**config.mk**
```make
export PLATFORM = sky130hd
export DESIGN_NAME = ready_queue_agent
export DESIGN_NICKNAME = d
export VERILOG_FILES = /design/src/rtl/ready_queue_agent_pkg.sv /design/src/rtl/ready_queue_agent_edf_min_select.sv /design/src/rtl/ready_queue_agent.sv
export SDC_FILE = /design/constraint.sdc
export NUM_CORES = 1
export LEC_CHECK = 0
export CAP_MARGIN = 20
export CORE_MARGIN = 8
export CORE_UTILIZATION = 58
export CTS_CLUSTER_SIZE = 30
export DETAILED_ROUTE_END_ITERATION = 7
export PLACE_DENSITY = 0.83
export SLEW_MARGIN = 20
export SYNTH_ARGS = -nofsm -noshare
export SYNTH_HDL_FRONTEND = slang
export SYNTH_SLANG_ARGS = --single-unit
```
**constraint.sdc**
```tcl
create_clock -name clk -period 34.9 [get_ports clk]
set_input_delay 3.49 -clock clk [delete_from_list [all_inputs] [get_ports clk]]
set_output_delay 3.49 -clock clk [all_outputs]
set_load 0.03 [all_outputs]
```
**src/rtl/ready_queue_agent_pkg.sv**
```systemverilog
// Scheduler-wide shared types: default widths, table entry layout, controller phase codes.
// Latency: n/a (types and a pure combinational helper only).
// Backpressure: n/a.
package ready_queue_agent_pkg;

    localparam int ID_W_DEF = 8;
    localparam int DL_W_DEF = 16;
    localparam int N_DEF    = 8;

    // One pending task as held by queue blocks at default widths.
    typedef struct packed {
        logic                valid;
        logic [ID_W_DEF-1:0] id;
        logic [DL_W_DEF-1:0] deadline;
    } entry_t;

    // Controller phase as seen by a responder; action outranks the rest.
    typedef enum logic [2:0] {
        PH_IDLE     = 3'd0,
        PH_INSERT   = 3'd1,
        PH_SUBTRACT = 3'd2,
        PH_REPAIR   = 3'd3,
        PH_ACTION   = 3'd4
    } phase_t;

    // Collapse the raw control strobes into a single phase code.
    function automatic phase_t decode_phase(input logic action,
                                            input logic subtract,
                                            input logic repair_period,
                                            input logic mq_active);
        phase_t ph;
        if (action)             ph = PH_ACTION;
        else if (subtract)      ph = PH_SUBTRACT;
        else if (repair_period) ph = PH_REPAIR;
        else if (mq_active)     ph = PH_INSERT;
        else                    ph = PH_IDLE;
        return ph;
    endfunction

endpackage

```
**src/rtl/ready_queue_agent_edf_min_select.sv**
```systemverilog
// Earliest-deadline selector: index of the valid entry with the smallest deadline, lowest index on ties.
// Latency: purely combinational.
// Backpressure: none; found=0 when no entry is valid.
module edf_min_select #(
    parameter int N     = 8,
    parameter int DL_W  = 16,
    parameter int IDX_W = (N > 1) ? $clog2(N) : 1
) (
    input  logic [N-1:0]      valid,
    input  logic [N*DL_W-1:0] deadlines,
    output logic [IDX_W-1:0]  idx,
    output logic              found
);

    logic [DL_W-1:0] best;

    // Ascending scan with strict less-than so an equal later deadline never displaces an earlier slot.
    always_comb begin
        idx   = '0;
        found = 1'b0;
        best  = '0;
        for (int i = 0; i < N; i++) begin
            if (valid[i] && (!found || (deadlines[i*DL_W +: DL_W] < best))) begin
                found = 1'b1;
                idx   = IDX_W'(i);
                best  = deadlines[i*DL_W +: DL_W];
            end
        end
    end

endmodule

```
**src/rtl/ready_queue_agent.sv**
```systemverilog
// Ready-queue responder: N-slot task table with insert, frame aging, repair-window purge and EDF dispatch.
// Latency: insert/dispatch/purge take effect on the next edge; disp_* is combinational from the table.
// Backpressure: ins_ready drops outside the insert phase or when full; a candidate is held until disp_ready.
module ready_queue_agent
    import ready_queue_agent_pkg::*;
#(
    parameter int N    = N_DEF,
    parameter int ID_W = ID_W_DEF,
    parameter int DL_W = DL_W_DEF
) (
    input  logic                     clk,
    input  logic                     rst,
    input  logic                     action,
    input  logic                     subtract,
    input  logic                     repair_period,
    input  logic                     MQ_active,
    input  logic                     ins_valid,
    input  logic [ID_W-1:0]          ins_id,
    input  logic [DL_W-1:0]          ins_deadline,
    output logic                     ins_ready,
    output logic                     disp_valid,
    output logic [ID_W-1:0]          disp_id,
    output logic [DL_W-1:0]          disp_deadline,
    input  logic                     disp_ready,
    output logic                     miss_valid,
    output logic [ID_W-1:0]          miss_id,
    output logic [$clog2(N+1)-1:0]   count,
    output logic                     protocol_err
);

    localparam int CNT_W = $clog2(N+1);
    localparam int IDX_W = (N > 1) ? $clog2(N) : 1;

    logic [N-1:0]      slot_vld;
    logic [ID_W-1:0]   slot_id [N];
    logic [DL_W-1:0]   slot_dl [N];
    logic [N*DL_W-1:0] dl_flat;

    phase_t            phase;
    logic              rep_prev;
    logic              sub_prev;
    logic              rep_rise;
    logic              scan_en;
    logic [IDX_W-1:0]  scan_ptr;
    logic [IDX_W-1:0]  scan_cur;
    logic [IDX_W-1:0]  scan_nxt;
    logic              purge;

    logic [IDX_W-1:0]  free_idx;
    logic              free_found;
    logic [IDX_W-1:0]  min_idx;
    logic              min_found;
    logic              ins_fire;
    logic              disp_fire;
    logic              violation;

    assign phase     = decode_phase(action, subtract, repair_period, MQ_active);
    assign ins_ready = (phase == PH_INSERT) && (count < CNT_W'(N));
    assign ins_fire  = ins_valid && ins_ready && free_found;

    // Lowest-index free slot; descending loop so the last hit is the lowest index.
    always_comb begin
        free_idx   = '0;
        free_found = 1'b0;
        for (int i = N-1; i >= 0; i--) begin
            if (!slot_vld[i]) begin
                free_idx   = IDX_W'(i);
                free_found = 1'b1;
            end
        end
    end

    // Flatten deadlines for the shared selector.
    always_comb begin
        dl_flat = '0;
        for (int i = 0; i < N; i++) begin
            dl_flat[i*DL_W +: DL_W] = slot_dl[i];
        end
    end

    edf_min_select #(
        .N     (N),
        .DL_W  (DL_W),
        .IDX_W (IDX_W)
    ) u_edf_min_select (
        .valid     (slot_vld),
        .deadlines (dl_flat),
        .idx       (min_idx),
        .found     (min_found)
    );

    assign disp_valid    = action && min_found;
    assign disp_id       = slot_id[min_idx];
    assign disp_deadline = slot_dl[min_idx];
    assign disp_fire     = disp_valid && disp_ready;

    // The first repair cycle examines slot 0 directly, so the restart does not cost a cycle.
    // Action has priority: the scan neither examines nor advances while action is high.
    assign rep_rise = repair_period && !rep_prev;
    assign scan_cur = rep_rise ? '0 : scan_ptr;
    assign scan_nxt = (scan_cur == IDX_W'(N-1)) ? '0 : scan_cur + IDX_W'(1);
    assign scan_en  = repair_period && !action;
    assign purge    = scan_en && slot_vld[scan_cur] && (slot_dl[scan_cur] == '0);

    assign violation = (action && (MQ_active || subtract || repair_period)) || (subtract && sub_prev);

    // Task table: aging, purge, dispatch and insert; purge compares against pre-decrement deadlines.
    always_ff @(posedge clk) begin
        if (rst) begin
            slot_vld <= '0;
            for (int i = 0; i < N; i++) begin
                slot_id[i] <= '0;
                slot_dl[i] <= '0;
            end
        end else begin
            if (subtract) begin
                for (int i = 0; i < N; i++) begin
                    if (slot_vld[i] && (slot_dl[i] != '0)) begin
                        slot_dl[i] <= slot_dl[i] - DL_W'(1);
                    end
                end
            end
            if (purge) begin
                slot_vld[scan_cur] <= 1'b0;
            end
            if (disp_fire) begin
                slot_vld[min_idx] <= 1'b0;
            end
            if (ins_fire) begin
                slot_vld[free_idx] <= 1'b1;
                slot_id[free_idx]  <= ins_id;
                slot_dl[free_idx]  <= ins_deadline;
            end
        end
    end

    // Occupancy tracks the net of insert, dispatch and purge.
    always_ff @(posedge clk) begin
        if (rst) begin
            count <= '0;
        end else begin
            count <= count + CNT_W'(ins_fire) - CNT_W'(disp_fire) - CNT_W'(purge);
        end
    end

    // Repair scan pointer and phase edge history.
    always_ff @(posedge clk) begin
        if (rst) begin
            scan_ptr <= '0;
            rep_prev <= 1'b0;
            sub_prev <= 1'b0;
        end else begin
            rep_prev <= repair_period;
            sub_prev <= subtract;
            if (scan_en) begin
                scan_ptr <= scan_nxt;
            end else if (rep_rise) begin
                scan_ptr <= '0;
            end
        end
    end

    // One-cycle miss report and sticky phase-violation flag.
    always_ff @(posedge clk) begin
        if (rst) begin
            miss_valid   <= 1'b0;
            miss_id      <= '0;
            protocol_err <= 1'b0;
        end else begin
            miss_valid <= purge;
            miss_id    <= purge ? slot_id[scan_cur] : '0;
            if (violation) begin
                protocol_err <= 1'b1;
            end
        end
    end

endmodule

```
==> Word-level counts from Yosys, hierarchy flattened <==
Memory sizes are Yosys's and may differ from the RTL's. A register that Yosys moved wholly into a read port is not among the register bits.
Index checks and enable logic that the tools add are counted.
{ "word_totals": {"elab_cells": 220, "inputBits": 32, "ram_bits": 192, "output_inout_bits": 40, "memories": 2, "register_bits": 19} }
{ "classes": {"mux": 109, "eq_ne": 2, "magnitude_cmp": 14, "add_sub_neg": 12, "n_bitwise": 14, "reduce_logical": 60} }
{ "memory_table": {"columns": ["name", "words", "word_bits", "read_ports", "rd_ports_with_merged_regs", "wr", "line_no", "text"], "rows": [
  ["slot_dl", 8, 16, 10, 0, 8, "ready_queue_agent.sv:36", "logic [DL_W-1:0] slot_dl [N];"],
  ["slot_id", 8, 8, 2, 1, 8, "ready_queue_agent.sv:35", "logic [ID_W-1:0] slot_id [N];"]
]} }
{ "ops": {"columns": ["operator", "n"], "rows": [
  ["16-bit 2-to-1 mux", 16],
  ["16-bit nonzero test", 8],
  ["16-bit by 1-bit subtractor with 16-bit output (second input constant)", 8],
  ["16-bit < comparator", 7],
  ["1-bit 2-to-1 mux", 61],
  ["3-bit 2-to-1 mux", 18],
  ["8-bit 2-to-1 mux", 6],
  ["1-bit logical AND", 29],
  ["8-bit bitwise AND", 2],
  ["16-bit zero test", 1],
  ["8-bit inverter", 2],
  ["16-bit OR reduction", 1],
  ["3-bit by 4-bit < comparator with 1-bit output (second input constant)", 3],
  ["1-bit logical OR", 10],
  ["1-bit demux with 3-bit select", 3],
  ["3-bit by 1-bit >= comparator with 1-bit output (second input constant)", 3],
  ["1-bit zero test", 9],
  ["2-bit 2-to-1 mux", 4],
  ["1-bit bitwise OR", 8],
  ["8-bit bitwise OR", 1],
  ["8-bit OR reduction", 1],
  ["4-bit by 1-bit subtractor with 4-bit output", 2],
  ["4-bit by 1-bit adder with 4-bit output", 1],
  ["4-bit < comparator (second input constant)", 1],
  ["other kinds (6)", 6]
]} }

==> Depth between registers and ports, before layout <==
Gate-level depths: netlist of run 1.
An unclocked memory read counts as a cell.
{ "depth": {"ltp_word": 40, "depth_mapped": 80} }

==> Modules after synthesis <==
From an unflattened synthesis of run 1, not the netlist that was laid out.
{ "hier_totals": {"hier_cells": 1932, "area_unflattened_um2": 18002.3} }
{ "modules_own_cells": {"columns": ["module", "area_each_um2", "instances", "cells_each", "seq_area_each_um2"], "rows": [
  ["ready_queue_agent", 13310.3, 1, 1326, 6306.0],
  ["edf_min_select", 4692.0, 1, 606, 0.0]
]} }

==> Worst setup path after synthesis of run 1 <==
Ideal clock, no wire load.
{ "synth_timing": {"path_type": "register to output", "startpoint": "register slot_vld[0]", "endpoint": "output port disp_deadline[2]", "stages_incl_launch_ff": 79, "setup_slack_ns": 14.624, "path_buffers": 16, "t_arrival_ns": 16.786, "required_time_ns": 31.410, "cell_sequence": "dfxtp_1 clkbuf_1 clkbuf_1 nand2_1 ha_1 nand4_2 nor4_2 a22oi_2 nand3_1 nand2_1 nand2_1 clkbuf_1 mux2_2 ha_1 a211oi_1 nor2_1 a211oi_1 o21bai_1 [43 not listed] a41oi_2 clkbuf_1 buf_1 a21o_1 ha_1 and3_1 o21ai_0 a211oi_1 and3b_1 o211ai_1 o311ai_0 nor3_1 o31a_1 or4_1 buf_2 buf_2 o22ai_1 a211o_1"} }
{ "synth_via": {"elab_chain_len": 30, "elab_cells_between_ends": 50, "classes_between": "7 x order compare; 21 x mux; 21 x reduce/logical; 1 x memory"} }
{ "synth_lines": {"columns": ["element", "line_no", "text"], "rows": [
  ["start, declared", "ready_queue_agent.sv:34", "logic [N-1:0] slot_vld;"],
  ["start signal, assigned", "ready_queue_agent.sv:110", "slot_vld <= '0;"],
  ["start signal, assigned by index", "ready_queue_agent.sv:124", "slot_vld[scan_cur] <= 1'b0;"],
  ["start signal, assigned by index", "ready_queue_agent.sv:127", "slot_vld[min_idx] <= 1'b0;"],
  ["16-bit 2-to-1 mux or 1-bit 2-to-1 mux (tied branches)", "ready_queue_agent_edf_min_select.sv:23", "if (valid[i] && (!found || (deadlines[i*DL_W +: DL_W] < best))) begin"],
  ["16-bit < comparator or 1-bit zero test (tied branches)", "ready_queue_agent_edf_min_select.sv:23", null],
  ["1-bit logical OR", "ready_queue_agent_edf_min_select.sv:23", null],
  ["1-bit logical AND", "ready_queue_agent_edf_min_select.sv:23", null],
  ["16-bit 2-to-1 mux or 1-bit 2-to-1 mux (tied branches)", "ready_queue_agent_edf_min_select.sv:23", null],
  ["16-bit < comparator or 1-bit zero test (tied branches)", "ready_queue_agent_edf_min_select.sv:23", null],
  ["1-bit logical OR", "ready_queue_agent_edf_min_select.sv:23", null],
  ["1-bit logical AND", "ready_queue_agent_edf_min_select.sv:23", null],
  ["[14 not listed]", null, null],
  ["1-bit logical OR", "ready_queue_agent_edf_min_select.sv:23", null],
  ["1-bit logical AND", "ready_queue_agent_edf_min_select.sv:23", null],
  ["16-bit 2-to-1 mux or 1-bit 2-to-1 mux (tied branches)", "ready_queue_agent_edf_min_select.sv:23", null],
  ["16-bit < comparator or 1-bit zero test (tied branches)", "ready_queue_agent_edf_min_select.sv:23", null],
  ["1-bit logical OR", "ready_queue_agent_edf_min_select.sv:23", null],
  ["1-bit logical AND", "ready_queue_agent_edf_min_select.sv:23", null],
  ["3-bit 2-to-1 mux *", "ready_queue_agent_edf_min_select.sv:23", null],
  ["memory 8 x 16 bit *", null, null],
  ["end, declared", "ready_queue_agent.sv:23", "output logic [DL_W-1:0] disp_deadline,"]
]} }
Mark *: on every way between the ends. The rest lies on a longest branch, timed or not.

==> Worst setup path after layout of run 1 <==
{ "layout_timing": {"startpoint": "register slot_vld[0]", "endpoint": "output port disp_deadline[11]"} }
The elaborated chain is that of the path after synthesis.

==> results.md, run 1 <==
* Pins Over Slew Limit at 0
* Initial core utilization at 58.4%
* CP max-delay cell: o31a_2
* DP HPWL at 48500 um
* CP required at 31410 ps
* Grt ovf at 0
* RePlAce Congestion at 1.12
* Share of post-route cells with drive strength above 1 at 7.03%
* Initial antenna violation count at 2
* DR DRC count at 0
* Worst reg2reg startpoint: slot_vld[0]
* 1st-iter DRT viols at 2022
* FF-to-FF End: slot_vld[3]
* Register clock-pin slew on the reported worst setup and hold paths at 60 ps
* Setup CP Type: flip-flop to output pin
* Root Driver: clkbuf_16
* Rel. slew slack at 15.8%
* CP endpoint kind: output pin
* Clock sink total at 219
* Levels on crit path at 67
* Tcrit/Tclk final at 68.8%
* Worst slack, placed at 12080 ps
* Worst hold path depth at 2
* Avg Inst Size Synth at 9.10 sq um
* CTS Buf Count at 25
* Peak supply drop at 40.0 uV
* Wirelength, routed at 65800 um
* Top cell type's share of synthesized area at 33.6%
* Post-CTS setup buffer count at 0
* Maximum clock path buffer count at 3
* # setup viols final at 0
* Worst-skew pair later-pin latency at 560 ps
* Synth Register Bits at 219
* Post-synth EDFFs at 192
* # H-tree levels at 1
* Max_cap viols at 0
* Internal reg-to-reg setup slack at 15970 ps
* Hold Path Class: flip-flop to flip-flop
* Worst Clk Skew at 33.2 ps
* WL/cell at 28.4 um
* Worst Path Max Fanout at 51
* LEAKAGE at 7.11 nW
* IO Pins at 72
* CP bufs+invs at 8
* Worst setup SP type: flip-flop
* CTS Hold Bufs at 0
* Vias in the first global route at 15000
* Final hold vios at 0
* Setup TNS at 0 ps
* Cts repair resizes at 0
* Main synth FF type: edfxtp_1
* Worst setup slack after layout at 10880 ps
* Worst Tran Pin Value at 1260 ps
* Largest net degree at the start of global routing at 52
* Core area at 0.0294 sq mm
* Register area share after synthesis at 36.8%
* Net count after synthesis at 2042
* Via count at 15800
* Worst setup endpoint: disp_deadline[11]
* Area leader, netlist: edfxtp_1
* Min cycle time layout at 24020 ps
* Async S/R FF share, synth at 0%
* CTS tree: done
* DRT antenna net count at 0
* RSZ-0062 raised after global routing: no
* Total GRT Usage at 36.1%
* Nets at 2060
* Data arrival, critical path at 20530 ps
* IO Port Bufs at 71
* TritonRoute pass-1 iters at 8
* Die ar. at 0.0353 sq mm
* Post-synthesis cell type count at 78
* Pwr Density at 36.0 mW/mm^2
* First-pass GRT wire length at 96700 um
* Die Wd at 188 um
* Largest delay share family, worst path: compound AO/OA/AOI/OAI gates
* Area Overhead vs Synth at 10.7%
* Most used cell, CP: ha_1
* Synth Cell Area at 0.0172 sq mm
* YS warnings at 0
* Top area cells in the synthesized netlist: edfxtp_1 (34%), ha_1 (9.0%), nand2_1 (5.8%)
* Fmax at 0.0416 GHz
* CP peak stage delay at 910 ps
* Worst Setup SP: slot_vld[0]
* Syn Inst Count at 1885
* Die Height at 188 um
* Run status: completed
* Standard-cell rows at 63
* R2r worst-path depth at 65
* Vias per Instance at 6.83
[cells in the final DEF, fill, tap and decap left out, types with 26 or more instances in the layout]
master             n
inv_1             94
nand3_1           30
nor2_1           122
mux2i_1           81
and2_1            71
edfxtp_1         192
nor4_1            30
ha_1             123
nor3_1            52
clkdlybuf4s50_1   70
o22ai_1           26
o31ai_1           36
mux2_2            36
o21ai_0          116
a211o_1           28
xnor2_1           77
a21o_1            35
nand2_1          264
a21oi_1           57
dfxtp_1           27
[worst min path at each step]
stage / startpoint / end / slack [ps]
CTS: protocol_err / protocol_err / 480
global placement: protocol_err / protocol_err / 460
finish: protocol_err / protocol_err / 490
floorplan: slot_id[1][7] / miss_id[7] / 490
global route: protocol_err / protocol_err / 540
detailed placement: protocol_err / protocol_err / 460
[area by class of cell]
type / count / area [sq um]
clock buffers: 29 / 671
diodes: 2 / 5.00
fillers: 2377 / 10400
repair buffers: 96 / 893
clock inverters: 16 / 221
multi-input cells: 1465 / 10100
flip-flops and latches: 219 / 6310
inverters: 96 / 360
well taps: 390 / 488
[worst reg2reg max path: cells and delay by family, from the launching register on]
family / cells / cell delay, ps
AND/OR/NAND/NOR: 17 / 4590
flip-flops: 1 / 490
AO/OA/AOI/OAI: 30 / 7870
multiplexers: 4 / 1750
buffers and inverters: 7 / 2040
adder cells (fa/ha/maj): 7 / 2110
[power by group]
part / internal [mW] / leakage [nW] / switching (mW) / total (mW)
Combinational: 0.0288 / 4.52 / 0.0480 / 0.0767
Clock: 0.175 / 0.437 / 0.116 / 0.291
Sequential: 0.296 / 2.15 / 0.0196 / 0.316
[synthesized netlist by cell type, types with 22 or more instances]
cell and instances:
xnor2_1 77, ha_1 123, o21ai_0 117, mux2i_1 81, inv_1 94, a21o_1 35, nand2_1 264, nor2_1 125
and2_1 71, xor2_1 22, dfxtp_1 27, a21oi_1 58, nor4_1 30, edfxtp_1 192, a211o_1 28, o22ai_1 26
clkbuf_1 67, nor3_1 54, o31ai_1 37, nand3_1 30, mux2_2 36
[state kept, by name, indices dropped and copies added (netlist names)]
signal and flops:
count 4, miss_id 8, miss_valid 1, protocol_err 1
rep_prev 1, scan_ptr 3, slot_dl 128, slot_id 64
slot_vld 8, sub_prev 1
[per-stage QoR]
| stage | power [mW] | hold slack (ps) | instances | cell area (sq um) | util (%) |
|---|---|---|---|---|---|
| final | 0.684 | 491 | 2313 | 19000 | 64.6 |
| after detailed placement | 0.394 | 465 | 2266 | 18100 | 61.6 |
| after CTS | 0.680 | 484 | 2311 | 19000 | 64.6 |
| after floorplan | 0.359 | 490 | 1885 | 17200 | - |
| after global placement | 0.393 | 455 | 2266 | 18100 | 61.6 |
| after global routing | 0.698 | 544 | 2311 | 19000 | 64.6 |
[logic make-up after synthesis]
group / share of synthesized area, %
AOI/OAI and AO/OA: 17.6
xor gates and xnor gates: 5.05
adders and majority gates: 9.20
buffers and inverters: 4.90
DFF: 36.8
muxes: 7.61
and+or+nand+nor: 18.9
[per-layer routing]
layer,global-route usage (%),share of wire (%)
met1,47.0,38
met5,0,0.015
met2,54.5,44
met4,20.7,6.6
met3,7.99,12
(Power assumes the default switching activity.)
==> inputs of run 2 (changes only) <==
- CORE_UTILIZATION: 58 -> 57
- PLACE_DENSITY: 0.83 -> 0.85
- clock period: 34.9 -> 21 ns (I/O delays scaled with it)
==> run 2 against run 1 <==
The flow now finishes with violations (design-rule violations). Final cell count rose by 0.17%. Core utilization fell by 0.44 points. Routed wire length fell by 8.1%. Clock-buffer cell count rose by 9. Critical path depth rose by 2. Final area rose by 0.11%. Register-to-register slack got worse by 12000 ps. First-iteration DRC count rose by 12%. Clock skew rose by 1.8 ps. Setup slack got worse by 9700 ps. Critical endpoint is now disp_id[4]. Highest routed layer is now met4.
==> results.md, run 2 (synthesized netlist as in run 1, its figures left out) <==
* Run status: complete, but fails checks
* Failing checks: design-rule violations
* Hold_ws at 480 ps (-10.6 ps)
* Largest Register: slot_dl
* CP peak stage delay at 650 ps (-260 ps)
* RSZ-0062 raised after global routing: no
* RePlAce Congestion at 1.02 (-9.3%)
* Worst setup slack after layout at 1190 ps (-9690 ps)
* Clock sink total at 219 (unchanged)
* Wirelength, routed at 60500 um (-8.1%)
* Area Overhead vs Synth at 10.9%
* 1st-iter DRT viols at 2269 (+12%)
* CP max-delay cell: dfxtp_2
* # setup viols final at 0 (unchanged)
* Post-CTS setup buffer count at 0 (unchanged)
* Data arrival, critical path at 17710 ps (-2820 ps)
* Number of flip-flops in the largest register at 128 (unchanged)
* Die Height at 190 um (+0.80%)
* Root Driver: clkbuf_16
* Dpl cell area at 0.0181 sq mm (-0.17%)
* Pins Over Slew Limit at 0 (unchanged)
* Vias in the first global route at 15200 (+1.2%)
* CP endpoint kind: output pin
* CTS tree: done
* Initial core utilization at 57.9% (-0.47 points)
* Setup CP Type: flip-flop to output pin
* Gate power share at 11.2% (about the same)
* Largest delay share family, worst path: compound AO/OA/AOI/OAI gates
* LEAKAGE at 7.13 nW (+0.27%)
* Sequential share of power at 46.9% (+0.7 points)
* Initial antenna violation count at 1 (-1)
* Cells after DPL at 2268 (+0.088%)
* # H-tree levels at 1 (unchanged)
* Biggest regs: slot_dl x128, slot_id x64
* Worst Clk Skew at 35.0 ps (+1.81 ps)
* Pwr Density at 58.7 mW/mm^2 (+63%)
* Tcrit/Tclk final at 94.3%
* Filler cell count in the final layout at 2457 (+3.4%)
* CP required at 18900 ps (-12510 ps)
* Worst setup SP type: flip-flop
* DR DRC count at 2 (+2)
* Register clock-pin slew on the reported worst setup and hold paths at 60 ps (about the same)
* Most frequent cells in the layout: nand2_1 (262), edfxtp_1 (192), ha_1 (123)
* Clock power share at 41.9% (-0.7 points)
* Max_cap viols at 0 (unchanged)
* DRT antenna net count at 0 (unchanged)
* Peak supply drop at 47.8 uV (+19%)
* Min cycle time layout at 19810 ps
* Commonest non-fill, non-tap cell in the layout: nand2_1
* TritonRoute pass-1 iters at 8 (unchanged)
* DP HPWL at 44500 um (-8.2%)
* Maximum clock path buffer count at 3 (unchanged)
* Final instance area at 0.0190 sq mm (+0.11%)
* IO Pins at 72 (unchanged)
* Final core utilization at 64.2% (-0.44 points)
* Fmax at 0.0505 GHz
* Die Wd at 190 um (+0.80%)
* IO Port Bufs at 71 (unchanged)
* Internal reg-to-reg setup slack at 4380 ps (-11590 ps)
* Die ar. at 0.0359 sq mm (+1.6%)
* Via count at 15900 (+0.60%)
* Pwr Total at 1.12 mW (+63%)
* Worst Tran Pin Value at 1120 ps (-136 ps)
* NetSw at 0.300 mW (+63%)
* Rel. slew slack at 25.1% (+9.4 points)
* First-pass GRT wire length at 90900 um (-6.0%)
* Standard-cell rows at 63 (unchanged)
* WL/cell at 26.1 um (-8.2%)
* CP bufs+invs at 7 (-1)
* Final hold vios at 0 (unchanged)
* Internal power at 0.817 mW (+63%)
* Final Non-Filler Cells at 2317 (+0.17%)
* Nets at 2064 (+0.19%)
* Grt ovf at 0 (unchanged)
* CTS Buf Count at 25 (unchanged)
* Share of post-route cells with drive strength above 1 at 8.36% (+1.3 points)
* Vias per Instance at 6.86 (+0.43%)
* Core area at 0.0296 sq mm (+0.80%)
* Worst slack, placed at 380 ps (-11700 ps)
* Worst Path Max Fanout at 37 (-27%)
* Switch share at 26.8% (-0.051 points)
* Total GRT Usage at 32.6% (-3.4 points)
* Setup TNS at 0 ps (unchanged)
* Hold Path Class: flip-flop to flip-flop
* Worst-skew pair later-pin latency at 570 ps (about the same)
* Largest net degree at the start of global routing at 51 (-1.9%)
==> run 2: cell type report <==
cell class                      instances  area, sq um  share of cell area, %
Clock inverter                          8          139                  0.730
Antenna cell                            1         2.50                 0.0132
Clock buffer                           38          726                   3.81
Multi-Input combinational cell       1467        10100                   53.3
Timing Repair Buffer                   98          871                   4.58
Sequential cell                       219         6310                   33.2
Inverter                               96          360                   1.89
Tap cell                              390          488                   2.56
==> run 2: timing repair <==
item | CTS | global route
cloned | 1 | 1
setup endpoints to repair | 15 | 24
resized for setup | 2 | 11
hold buffers | 0 | 0
==> run 2: path summary, 6_finish.rpt <==
check,cells after the start,start,to
hold reg to reg,2,protocol_err,protocol_err
setup / recovery,69,slot_vld[0],disp_id[4]
setup reg to reg,68,slot_vld[0],slot_vld[0]
hold / removal,2,protocol_err,protocol_err
==> run 2: power by group through the flow <==
| stage | logic [mW] | registers [mW] | clock network, mW |
|---|---|---|---|
| after global routing | 0.135 | 0.525 | 0.484 |
| after global placement | 0.117 | 0.530 | 0 |
| final | 0.126 | 0.523 | 0.468 |
| after CTS | 0.121 | 0.522 | 0.467 |
| after floorplan | 0.0788 | 0.518 | 0 |
| after detailed placement | 0.120 | 0.530 | 0 |
==> run 2: worst reg2reg max path: cells and delay by family (launching register included) <==
family | cells | cell delay [ps]
adders and majority gates | 7 | 2110
and+or+nand+nor | 17 | 3160
buffers and inverters | 6 | 1330
muxes | 4 | 1490
DFF | 1 | 650
AOI/OAI and AO/OA | 34 | 7790
==> run 2: per-layer routing <==
| metal | vias up | routed length (um) | GRT usage [%] |
|---|---|---|---|
| met5 | - | 0 | 0 |
| met3 | 229 | 7520 | 7.45 |
| met1 | 7508 | 23500 | 43.1 |
| li1 | 7031 | - | - |
| met2 | 1121 | 25600 | 49.0 |
| met4 | 0 | 3850 | 17.9 |
